`src/rtl/sprite_bounce_ctrl_pkg.sv`:
```
// Shared definitions for the bouncing-sprite motion sequencer: FSM states,
// coordinate width, default screen geometry and the per-axis reflect rule.
package sprite_bounce_ctrl_pkg;

    localparam int unsigned COORD_W      = 11;
    localparam int unsigned DEF_H_ACTIVE = 640;
    localparam int unsigned DEF_V_ACTIVE = 480;
    localparam int unsigned DEF_SPR_W    = 16;
    localparam int unsigned DEF_SPR_H    = 16;

    typedef enum logic [1:0] {
        ST_IDLE,
        ST_CALC_X,
        ST_CALC_Y,
        ST_COMMIT
    } state_e;

    typedef struct packed {
        logic [COORD_W-1:0] pos;
        logic               dir;
    } axis_t;

    // One axis step with clamping; the extra sum bit keeps the compare from wrapping.
    function automatic axis_t axis_step(input logic [COORD_W-1:0] pos,
                                        input logic               dir,
                                        input logic [COORD_W-1:0] step,
                                        input logic [COORD_W-1:0] lim);
        logic [COORD_W:0] sum;
        axis_t            r;
        sum   = {1'b0, pos} + {1'b0, step};
        r.pos = pos;
        r.dir = dir;
        if (dir) begin
            if (sum >= {1'b0, lim}) begin
                r.pos = lim;
                r.dir = 1'b0;
            end else begin
                r.pos = sum[COORD_W-1:0];
            end
        end else begin
            if (pos <= step) begin
                r.pos = '0;
                r.dir = 1'b1;
            end else begin
                r.pos = pos - step;
            end
        end
        return r;
    endfunction

endpackage

```
`src/rtl/sprite_bounce_ctrl_frame_tick_gen.sv`:
```
// Vsync leading-edge detector with a FRAMES_PER divider; emits a one-cycle
// tick in the edge cycle when the divider reaches its last count.
module frame_tick_gen #(
    parameter int unsigned FRAMES_PER = 1,
    parameter bit          VSYNC_POL  = 1'b0
) (
    input  logic clk,
    input  logic rst,
    input  logic vsync_i,
    input  logic enable_i,
    output logic tick_o
);

    localparam logic [7:0] DIV_LAST = 8'(FRAMES_PER - 1);

    logic       vs_q;
    logic [7:0] div_q;
    logic [7:0] div_d;
    logic       lead_edge;

    assign lead_edge = (vsync_i == VSYNC_POL) && (vs_q != VSYNC_POL);

    always_comb begin
        div_d  = div_q;
        tick_o = 1'b0;
        if (enable_i && lead_edge) begin
            if (div_q == DIV_LAST) begin
                div_d  = '0;
                tick_o = 1'b1;
            end else begin
                div_d = div_q + 8'd1;
            end
        end
    end

    always_ff @(posedge clk) begin
        if (rst) begin
            vs_q  <= ~VSYNC_POL;
            div_q <= '0;
        end else begin
            vs_q  <= vsync_i;
            div_q <= div_d;
        end
    end

endmodule

```
`src/rtl/sprite_bounce_ctrl.sv`:
```
// Per-frame sprite motion sequencer: computes X then Y into shadow registers
// and commits both together after the vsync leading edge.
module sprite_bounce_ctrl
    import sprite_bounce_ctrl_pkg::*;
#(
    parameter int unsigned H_ACTIVE   = DEF_H_ACTIVE,
    parameter int unsigned V_ACTIVE   = DEF_V_ACTIVE,
    parameter int unsigned SPR_W      = DEF_SPR_W,
    parameter int unsigned SPR_H      = DEF_SPR_H,
    parameter int unsigned STEP       = 1,
    parameter int unsigned FRAMES_PER = 1,
    parameter int unsigned X_INIT     = 0,
    parameter int unsigned Y_INIT     = 0,
    parameter bit          VSYNC_POL  = 1'b0
) (
    input  logic               clk,
    input  logic               rst,
    input  logic               vsync,
    input  logic               enable,
    output logic [COORD_W-1:0] spr_x,
    output logic [COORD_W-1:0] spr_y,
    output logic               dir_x,
    output logic               dir_y,
    output logic               pos_update,
    output logic [1:0]         bounce,
    output logic               busy
);

    localparam logic [COORD_W-1:0] X_MAX  = COORD_W'(H_ACTIVE - SPR_W);
    localparam logic [COORD_W-1:0] Y_MAX  = COORD_W'(V_ACTIVE - SPR_H);
    localparam logic [COORD_W-1:0] STEP_C = COORD_W'(STEP);
    localparam logic [COORD_W-1:0] X_RST  = COORD_W'(X_INIT);
    localparam logic [COORD_W-1:0] Y_RST  = COORD_W'(Y_INIT);

    state_e             state_q, state_d;
    logic [COORD_W-1:0] x_q, x_d, y_q, y_d;
    logic               dx_q, dx_d, dy_q, dy_d;
    logic [COORD_W-1:0] nx_q, nx_d, ny_q, ny_d;
    logic               ndx_q, ndx_d, ndy_q, ndy_d;
    logic               rfx_q, rfx_d, rfy_q, rfy_d;
    logic               pu_q, pu_d;
    logic [1:0]         bounce_q, bounce_d;
    logic               tick;
    axis_t              ax_w, ay_w;

    frame_tick_gen #(
        .FRAMES_PER (FRAMES_PER),
        .VSYNC_POL  (VSYNC_POL)
    ) u_tick (
        .clk      (clk),
        .rst      (rst),
        .vsync_i  (vsync),
        .enable_i (enable),
        .tick_o   (tick)
    );

    assign ax_w = axis_step(x_q, dx_q, STEP_C, X_MAX);
    assign ay_w = axis_step(y_q, dy_q, STEP_C, Y_MAX);

    always_comb begin
        state_d  = state_q;
        x_d      = x_q;
        y_d      = y_q;
        dx_d     = dx_q;
        dy_d     = dy_q;
        nx_d     = nx_q;
        ny_d     = ny_q;
        ndx_d    = ndx_q;
        ndy_d    = ndy_q;
        rfx_d    = rfx_q;
        rfy_d    = rfy_q;
        pu_d     = 1'b0;
        bounce_d = '0;
        case (state_q)
            ST_IDLE: begin
                if (tick) state_d = ST_CALC_X;
            end
            ST_CALC_X: begin
                nx_d    = ax_w.pos;
                ndx_d   = ax_w.dir;
                rfx_d   = (ax_w.dir != dx_q);
                state_d = ST_CALC_Y;
            end
            ST_CALC_Y: begin
                ny_d    = ay_w.pos;
                ndy_d   = ay_w.dir;
                rfy_d   = (ay_w.dir != dy_q);
                state_d = ST_COMMIT;
            end
            ST_COMMIT: begin
                x_d      = nx_q;
                y_d      = ny_q;
                dx_d     = ndx_q;
                dy_d     = ndy_q;
                pu_d     = 1'b1;
                bounce_d = {rfy_q, rfx_q};
                state_d  = ST_IDLE;
            end
            default: state_d = ST_IDLE;
        endcase
    end

    // Reset also clears the shadows so an abandoned sequence leaves no trace.
    always_ff @(posedge clk) begin
        if (rst) begin
            state_q  <= ST_IDLE;
            x_q      <= X_RST;
            y_q      <= Y_RST;
            dx_q     <= 1'b1;
            dy_q     <= 1'b1;
            nx_q     <= '0;
            ny_q     <= '0;
            ndx_q    <= 1'b1;
            ndy_q    <= 1'b1;
            rfx_q    <= 1'b0;
            rfy_q    <= 1'b0;
            pu_q     <= 1'b0;
            bounce_q <= '0;
        end else begin
            state_q  <= state_d;
            x_q      <= x_d;
            y_q      <= y_d;
            dx_q     <= dx_d;
            dy_q     <= dy_d;
            nx_q     <= nx_d;
            ny_q     <= ny_d;
            ndx_q    <= ndx_d;
            ndy_q    <= ndy_d;
            rfx_q    <= rfx_d;
            rfy_q    <= rfy_d;
            pu_q     <= pu_d;
            bounce_q <= bounce_d;
        end
    end

    assign spr_x      = x_q;
    assign spr_y      = y_q;
    assign dir_x      = dx_q;
    assign dir_y      = dy_q;
    assign pos_update = pu_q;
    assign bounce     = bounce_q;
    assign busy       = (state_q != ST_IDLE);

endmodule

```
`config.mk`:
```
export PLATFORM = sky130hd
export DESIGN_NAME = sprite_bounce_ctrl
export DESIGN_NICKNAME = d
export VERILOG_FILES = /design/src/rtl/sprite_bounce_ctrl_pkg.sv /design/src/rtl/sprite_bounce_ctrl_frame_tick_gen.sv /design/src/rtl/sprite_bounce_ctrl.sv
export SDC_FILE = /design/constraint.sdc
export NUM_CORES = 1
export LEC_CHECK = 0
export CORE_ASPECT_RATIO = 1.75
export CORE_MARGIN = 2
export CORE_UTILIZATION = 60
export DETAILED_ROUTE_END_ITERATION = 12
export PLACE_DENSITY = 0.85
export REMOVE_ABC_BUFFERS = 1
export SLEW_MARGIN = 15
export SYNTH_ARGS = -nofsm -noshare
export SYNTH_HDL_FRONTEND = slang
export SYNTH_SLANG_ARGS = --single-unit
```
`constraint.sdc`:
```
create_clock -name clk -period 3.95 [get_ports clk]
set_input_delay 1.185 -clock clk [delete_from_list [all_inputs] [get_ports clk]]
set_output_delay 1.185 -clock clk [all_outputs]
set_load 0.01 [all_outputs]
```
Yosys cells after proc, flatten, opt, wreduce, memory -nomap -nowiden. Cells that the tools add are included.

Add/sub/neg operators: 5. Multipliers: 0. Div/mod/pow operators: 0. Order comparisons: 4. Equality and inequality tests: 6. Shift operators: 0. Multiplexer cells: 16. Bitwise logic cells: 2. Reduce and logical (&&, ||, !) cells: 6.

Operator list (count): $mux 11 (4); $add 11x1->12 const B (2); $mux 12 (2); $le 11x1->1 const B (2); $sub 11x1->11 const B (2); $ge 12x10->1 const B (1); $ge 12x9->1 const B (1); $add 8x1->8 const B (1); $logic_not 8->1 (1); $mux 8 (1); $pmux 2 s4 (1); $mux 1 (7); $eq 2x2->1 const B (2); $eq 2x1->1 const B (1); $logic_and 1x1->1 (2); $logic_not 2->1 (1); $mux 2 (1); $ne 1x1->1 (2); $ne 2x2->1 const B (1); $not 1->1 (2); $reduce_bool 2->1 (1); $reduce_or 2->1 (1).

Register bits after elaboration: 64. Latch bits: 0. Bits in writable memories: 0. Bits in read-only memories: 0. Memories: 0.

Logic depth before layout (Yosys ltp). Gate-level depths: netlist of the first run.

Word-level depth: 6. Gate-level depth with buffers: 9. Depth with buffers taken out: 8.

By module. A second synthesis of the first run with hierarchy kept.

Cells, all modules: 435. Area total of the unflattened synthesis: 3779.9 sq um.

Modules (own cells, without submodules): sprite_bounce_ctrl (instances 1, cells an instance 387, area an instance 3320.7 sq um); frame_tick_gen (instances 1, cells an instance 48, area an instance 459.2 sq um).

Least setup slack after synthesis of the first run. OpenSTA, ideal clock, no wires.

Path type: in2reg. Start point: in enable. End point: reg u_tick.div_q[7]. Setup time: 0.072 ns. Data arrival time: 2.345 ns. Data required time: 3.878 ns. Setup slack: 1.533 ns. Stages on the path: 6. Path buffers: 0. Cells stage by stage: nand2_1 > nor2_1 > and3_1 > nand4_1 > or3_1 > a21oi_1.

Cells in the longest elaborated chain, start to end: 1.

RTL lines: from (decl) (line sprite_bounce_ctrl.sv:19) `input logic enable,`; $logic_and 1x1->1 (line sprite_bounce_ctrl_frame_tick_gen.sv:26) `if (enable_i && lead_edge) begin`; to (signal assigned) (line sprite_bounce_ctrl_frame_tick_gen.sv:42) `div_q <= div_d;`; to (decl) (line sprite_bounce_ctrl_frame_tick_gen.sv:17) `logic [7:0] div_q;`.

Every way passes these cells. A chain may end at the register's enable or synchronous reset.

Worst setup path after layout of the first run.
Start point: reg state_q[0]. End point: out busy.

Cells in the longest elaborated chain, start to end: 1.

RTL lines: from (decl) (line sprite_bounce_ctrl.sv:35) `state_e state_q, state_d;`; from (signal assigned) (line sprite_bounce_ctrl.sv:120) `state_q <= state_d;`; $reduce_bool 2->1 (line sprite_bounce_ctrl.sv:142) `assign busy = (state_q != ST_IDLE);`; to (decl) (line sprite_bounce_ctrl.sv:26) `output logic busy`.

Every way passes these cells.

==> metrics, run 1 <==
Synth async-reset ratio=0; ant diodes=0; Hold/Removal Path Class=flip-flop to flip-flop; PD cells=between 300 and 400 nW/um2; first-pass GRT wire length=12,990 um; setup TNS=0 ns; Avg WL per Cell=between 10 and 15 um; fin. max-slew vios=0; final core utilization=0.6937; worst hold path cell count=1; largest net degree at the start of global routing=approximately 50; share of layout cells above drive strength 1=0.07191; Ports=32; Post-synth EDFFs=0; total number of H-tree levels=3; Post-CTS Hold Fix Bufs=0; multi-input logic area=2113 um2; initial antenna violation count=0; Vias=3,061; drt initial violations=247; CTS tree=built; run status=completed; CP Class=flip-flop to output pin; final setup violation count=0; CTS Sinks=64; Tmin final=2.882 ns; Top FF cell, synth=dfxtp_1; Die H=106.3 um; FF/Latch Area=1281 um2; top cells by area, synth=dfxtp_1 (36%), mux2i_1 (7.3%), nor2_1 (6.1%); Setup crit end kind=output pin; Layout Nets=~460; First-pass DRT Iterations=5; GRT Total Usage=0.2410; maximum vdd drop=303.1 uV; later-pin clock latency in the skew report=~0.34 ns; hpwl dp=between 5000 and 6000 um; Setup Fix Bufs, Post-CTS=0; total of warnings raised by yosys=0; Reg clk slew, reported paths=0.07 ns; Placer Congestion=about 0.95; hold endpoint=bounce[0]$_SDFF_PP0_; filler cell count=roughly 500; max_cap viols=0; post-CTS resize count=0; Synth-to-Final Area Change=12.76%; vias in the first global route=2,879; via density per instance=about 5.9; LEAKAGE=roughly 1.5 nW; f_max=347.0 MHz; average cell area after synthesis=about 8.4 um2; Final Skew=roughly 0.0073 ns; hold path startpoint=rfx_q$_SDFFE_PP0N_; worst-path fanout max=4; row count=37; cells after synthesis=427; die width=62.46 um; RSZ-0062 raised after global routing=false; Seq cells post-synth=64; final hold vios=0; r2r endpoint=ny_q[8]$_SDFFE_PP0P_; final period utilization=0.7297; mapped cell area=about 3600 um2; worst r2r src=spr_y[4]$_SDFFE_PP0P_; worst reg-to-reg path cell count=6; cts bufs inserted=9; number of port buffers=31; CTS Root Cell=clkbuf_8; GR Overflow Total=0; post-synthesis sequential area ratio=0.3570; Startpoint Class=flip-flop; total core area=between 5000 and 6000 um2; die area=6640 um2; Initial Utilization=0.6152; drc violations=0; Placement Setup Slack=0.8632 ns; Routed Antenna Nets=0; R2R setup slack=roughly 1.4 ns; Synth cell types=54; crit path DAT=1.70 ns; Worst-Margin Slew=0.7208 ns; Post-Route WL=between 7000 and 8000 um; Max clock buf depth=2; area leader, netlist=dfxtp_1; Worst Setup Slack, final=between 1 and 1.5 ns; top cell type's share of synthesized area=0.3570; Worst EP required=2.76 ns; relative slew slack=0.5195
## cell usage in the layout (no fill, tap or decap), types with 3 or more instances in the layout
| master | count |
|---|---|
| mux2i_1 | 26 |
| xnor2_1 | 19 |
| inv_1 | 12 |
| nand2_1 | 26 |
| a211o_1 | 4 |
| nand4_1 | 6 |
| clkbuf_8 | 12 |
| a311oi_1 | 4 |
| ha_1 | 13 |
| nand2b_1 | 11 |
| a31o_2 | 4 |
| clkdlybuf4s50_1 | 30 |
| xor2_1 | 20 |
| and3_1 | 4 |
| o31ai_1 | 3 |
| dfxtp_1 | 64 |
| nor2_1 | 58 |
| and2_1 | 6 |
| o21ai_0 | 17 |
| a31oi_1 | 6 |
| nor3b_1 | 5 |
| nand3_1 | 15 |
| nor3_1 | 18 |
| a21oi_1 | 21 |
## Yosys cell counts, types with 4 or more instances
library cell   n
buf_1          4
ha_1          13
a31oi_1        6
a311oi_1       4
dfxtp_1       64
nand3_1       15
nor2_1        58
nand2b_1      11
buf_2         11
and2_1         6
nand2_1       26
a211o_1        4
clkbuf_1      13
nand4_1        6
and3_1         4
a31o_2         4
nor3_1        18
nor3b_1        5
xnor2_1       19
xor2_1        20
a21oi_1       21
o21ai_0       17
mux2i_1       26
inv_1         12
## per-layer routing
| layer | track usage | part of all wire | vias up |
|---|---|---|---|
| li1 | - | - | 1500 |
| met1 | 0.2532 | 0.40 | 1475 |
| met2 | 0.4578 | 0.54 | 72 |
| met3 | 0.04021 | 0.038 | 14 |
| met4 | 0.1111 | 0.020 | 0 |
| met5 | 0 | 0 | - |
## where the power goes
part | total (mW) | internal, mW | switching, mW
clock network | 0.519 | 0.279 | 0.240
logic | 0.302 | 0.122 | 0.180
registers | 0.732 | 0.698 | 0.0338
## area by class of cell
type                            count  share of cell area
Sequential cell                    64              0.3166
Multi-Input combinational cell    319              0.5223
Timing Repair Buffer               33             0.07916
Clock buffer                       14             0.04267
Inverter                           13             0.01206
Clock inverter                      2            0.003092
Tap cell                           78             0.02412
## critical path: stages, from the launching register on
cell and delay (ns):
dfxtp_1 0.40, inv_1 0.10, ha_1 0.26, inv_1 0.07, clkdlybuf4s50_1 0.52
## worst max-delay path by stage
stage / startpoint / endpoint / slack [ns]
after floorplan: enable / u_tick.div_q[7]$_SDFFE_PP0P_ / 1.53
after global placement: enable / u_tick.div_q[7]$_SDFFE_PP0P_ / 1.01
after detailed placement: enable / u_tick.div_q[7]$_SDFFE_PP0P_ / 0.86
after CTS: state_q[0]$_SDFFE_PP0P_ / busy / 1.06
after global routing: state_q[0]$_SDFFE_PP0P_ / busy / 0.98
final: state_q[0]$_SDFFE_PP0P_ / busy / 1.07
## logic make-up after synthesis
group	count (synthesis)	share of synthesized area
muxes	27	0.07566
adders and majority gates	13	0.04533
AOI/OAI and AO/OA	73	0.1381
buffers and inverters	44	0.05404
and+or+nand+nor	167	0.2347
DFF	64	0.3570
xor gates and xnor gates	39	0.09519
## registers in the layout, summed over array words and instances, names as in the netlist
name	count
ndy_q	1
ndx_q	1
pos_update	1
spr_y	11
dir_y	1
ny_q	11
nx_q	11
dir_x	1
rfx_q	1
u_tick.div_q	8
state_q	2
u_tick.vs_q	1
spr_x	11
bounce	2
rfy_q	1
## per-stage QoR
step | cells | cell area, um2 | hold WS, ns | total power, mW
6_report | 523 | 4046 | 0.4636 | 1.553
5_1_grt | 523 | 4046 | 0.4900 | 1.642
4_1_cts | 523 | 4046 | 0.4692 | 1.561
3_5_place_dp | 507 | 3861 | 0.4597 | 1.047
3_3_place_gp | 507 | 3861 | 0.4512 | 1.033
2_1_floorplan | 396 | 3443 | 0.4291 | 0.9575
(Power assumes the default switching activity.)
==> inputs of run 2 (changes only) <==
--- a/config.mk
+++ b/config.mk
@@ -7,9 +7,9 @@
 export LEC_CHECK = 0
 export CORE_ASPECT_RATIO = 1.75
 export CORE_MARGIN = 2
-export CORE_UTILIZATION = 60
+export CORE_UTILIZATION = 58
 export DETAILED_ROUTE_END_ITERATION = 12
-export PLACE_DENSITY = 0.85
+export PLACE_DENSITY = 0.82
 export REMOVE_ABC_BUFFERS = 1
 export SLEW_MARGIN = 15
 export SYNTH_ARGS = -nofsm -noshare
==> constraint.sdc (replaced) <==
create_clock -name clk -period 2.7 [get_ports clk]
set_input_delay 0.81 -clock clk [delete_from_list [all_inputs] [get_ports clk]]
set_output_delay 0.81 -clock clk [all_outputs]
set_load 0.01 [all_outputs]
==> run 2 against run 1 <==
Net effect:
- wire length up 7.2%
- sequential cell count unchanged
- critical path depth unchanged
- die area up 3.3%
- cell count up 2.5%
- worst hold slack better by 0.0010 ns
- first-iteration DRC count down 25%
- global-route usage up 0.73 points
- sequential share of layout area down 1.2 points
- setup slack worse by 0.85 ns
- sequential power up 46%
- core utilization up 1.5 points
==> metrics, run 2 (synthesis results as in run 1) <==
Routed Antenna Nets=0; number of port buffers=31; hold path startpoint=ndx_q$_SDFFE_PP1N_; run status=completed; post-CTS resize count=0; First-pass DRT Iterations=4; CTS Sinks=64; Worst-Margin Slew=0.5861 ns; PD cells=between 600 and 700 nW/um2; first-pass GRT wire length=13,320 um; Reg clk slew, reported paths=0.08 ns; max_cap viols=0; total core area=5926 um2; Worst EP required=1.89 ns; hold endpoint=dir_x$_SDFFE_PP1P_; CTS Root Cell=clkbuf_8; maximum vdd drop=385.7 uV; total number of H-tree levels=3; Vias=approximately 3,100; Tmin final=2.486 ns; commonest cells after routing, fill and taps aside=dfxtp_1 (64), nor2_1 (58), clkdlybuf4s50_1 (30), nand2_1 (26), mux2i_1 (26); Placer Congestion=between 0.9 and 1; final period utilization=0.9208; worst-path fanout max=4; initial antenna violation count=0; Max clock buf depth=2; final hold vios=0; most common cell after layout, fill and taps aside=dfxtp_1; RSZ-0062 raised after global routing=false; Post-Route WL=8061 um; Hold/Removal Path Class=flip-flop to flip-flop; slowest CP cell=clkdlybuf4s50_1; die width=approximately 63 um; Setup Fix Bufs, Post-CTS=0; most frequent CP cell=inv_1; GR Overflow Total=0; worst r2r src=spr_y[3]$_SDFFE_PP0P_; share of layout cells above drive strength 1=0.1026; Die H=around 110 um; cts bufs inserted=9; relative slew slack=0.6063; f_max=402.2 MHz; LEAKAGE=1.579 nW; worst reg-to-reg path cell count=7; CTS tree=built; Layout Nets=470; crit path DAT=roughly 1.7 ns; largest net degree at the start of global routing=49; Worst Setup Slack, final=0.2139 ns; R2R setup slack=0.36 ns; Ports=32; setup TNS=0 ns; row count=37; later-pin clock latency in the skew report=0.36 ns; fin. max-slew vios=0; die area=slightly below 7000 um2; Post-CTS Hold Fix Bufs=0; hpwl dp=5586 um; Placement Setup Slack=0.2777 ns; vias in the first global route=2,910; Avg WL per Cell=15.04 um; Final Skew=between 0.01 and 0.015 ns; via density per instance=5.709; worst hold path cell count=2; GRT Total Usage=0.2483; drc violations=0; CP Class=flip-flop to output pin; Setup crit end kind=output pin; Startpoint Class=flip-flop; ant diodes=0; max incr delay on CP=~0.52 ns; final setup violation count=0; r2r endpoint=ny_q[8]$_SDFFE_PP0P_; critical-path cell list=inv_1 > ha_1 > inv_1 > clkdlybuf4s50_1; drt initial violations=186; Initial Utilization=0.6056; Synth-to-Final Area Change=17.09%
## run 2: worst max-delay path, delay by kind of cell (launching register included)
family / cells / cell delay, ns
flops: 1 / 0.39
fa+ha+maj: 1 / 0.25
buf+inv: 3 / 0.68
## run 2: cell type report
cell class                      instances  area (um2)
Tap cell                               78       97.59
Inverter                               13       48.80
Timing Repair Buffer                   46       417.9
Fill cell                             508        1724
Sequential cell                        64        1281
Clock inverter                          7       118.9
Multi-Input combinational cell        319        2113
Clock buffer                            9       123.9
## run 2: how the worst max path moves through the flow
stage                             from                      endpoint  slack (ns)
4_1_cts        state_q[0]$_SDFFE_PP0P_                          busy        0.19
6_report       state_q[0]$_SDFFE_PP0P_                          busy        0.21
3_3_place_gp                    enable  u_tick.div_q[7]$_SDFFE_PP0P_        0.36
2_1_floorplan    spr_y[4]$_SDFFE_PP0P_          ny_q[8]$_SDFFE_PP0P_        0.40
3_5_place_dp                    enable  u_tick.div_q[7]$_SDFFE_PP0P_        0.28
5_1_grt        state_q[0]$_SDFFE_PP0P_                          busy         0.1
## run 2: routing by layer
| layer | up-vias | wire length (um) | track usage | part of all wire |
|---|---|---|---|---|
| met4 | 0 | 214 | 0.1273 | 0.027 |
| met5 | - | 0 | 0 | 0 |
| met1 | 1430 | 3244 | 0.2697 | 0.40 |
| li1 | 1531 | - | - | - |
| met3 | 16 | 388 | 0.05411 | 0.048 |
| met2 | 83 | 4214 | 0.4466 | 0.52 |
## run 2: report_power, final
part,total (mW),internal (mW),switching [mW]
clock network,1.02,0.614,0.404
logic,0.454,0.189,0.265
registers,1.07,1.02,0.0492
total,2.54,1.82,0.717
## run 2: metrics by stage
stage	cells	util	hold slack, ns	area, um2	power [mW]
after CTS	536	0.7090	0.4701	4202	2.559
after detailed placement	520	0.6681	0.4543	3959	1.546
after floorplan	396	-	0.4291	3443	1.401
after global placement	520	0.6681	0.4457	3959	1.526
after global routing	536	0.7090	0.4859	4202	2.673
final	536	0.7090	0.4646	4202	2.541
==> inputs of run 3 (changes only) <==
--- a/config.mk
+++ b/config.mk
@@ -5,6 +5,7 @@
 export SDC_FILE = /design/constraint.sdc
 export NUM_CORES = 1
 export LEC_CHECK = 0
+export CAP_MARGIN = 0
 export CORE_ASPECT_RATIO = 1.75
 export CORE_MARGIN = 2
 export CORE_UTILIZATION = 58
==> results of run 3 <==
Same layout as run 2: the final DEF is identical, and so are final timing and power.
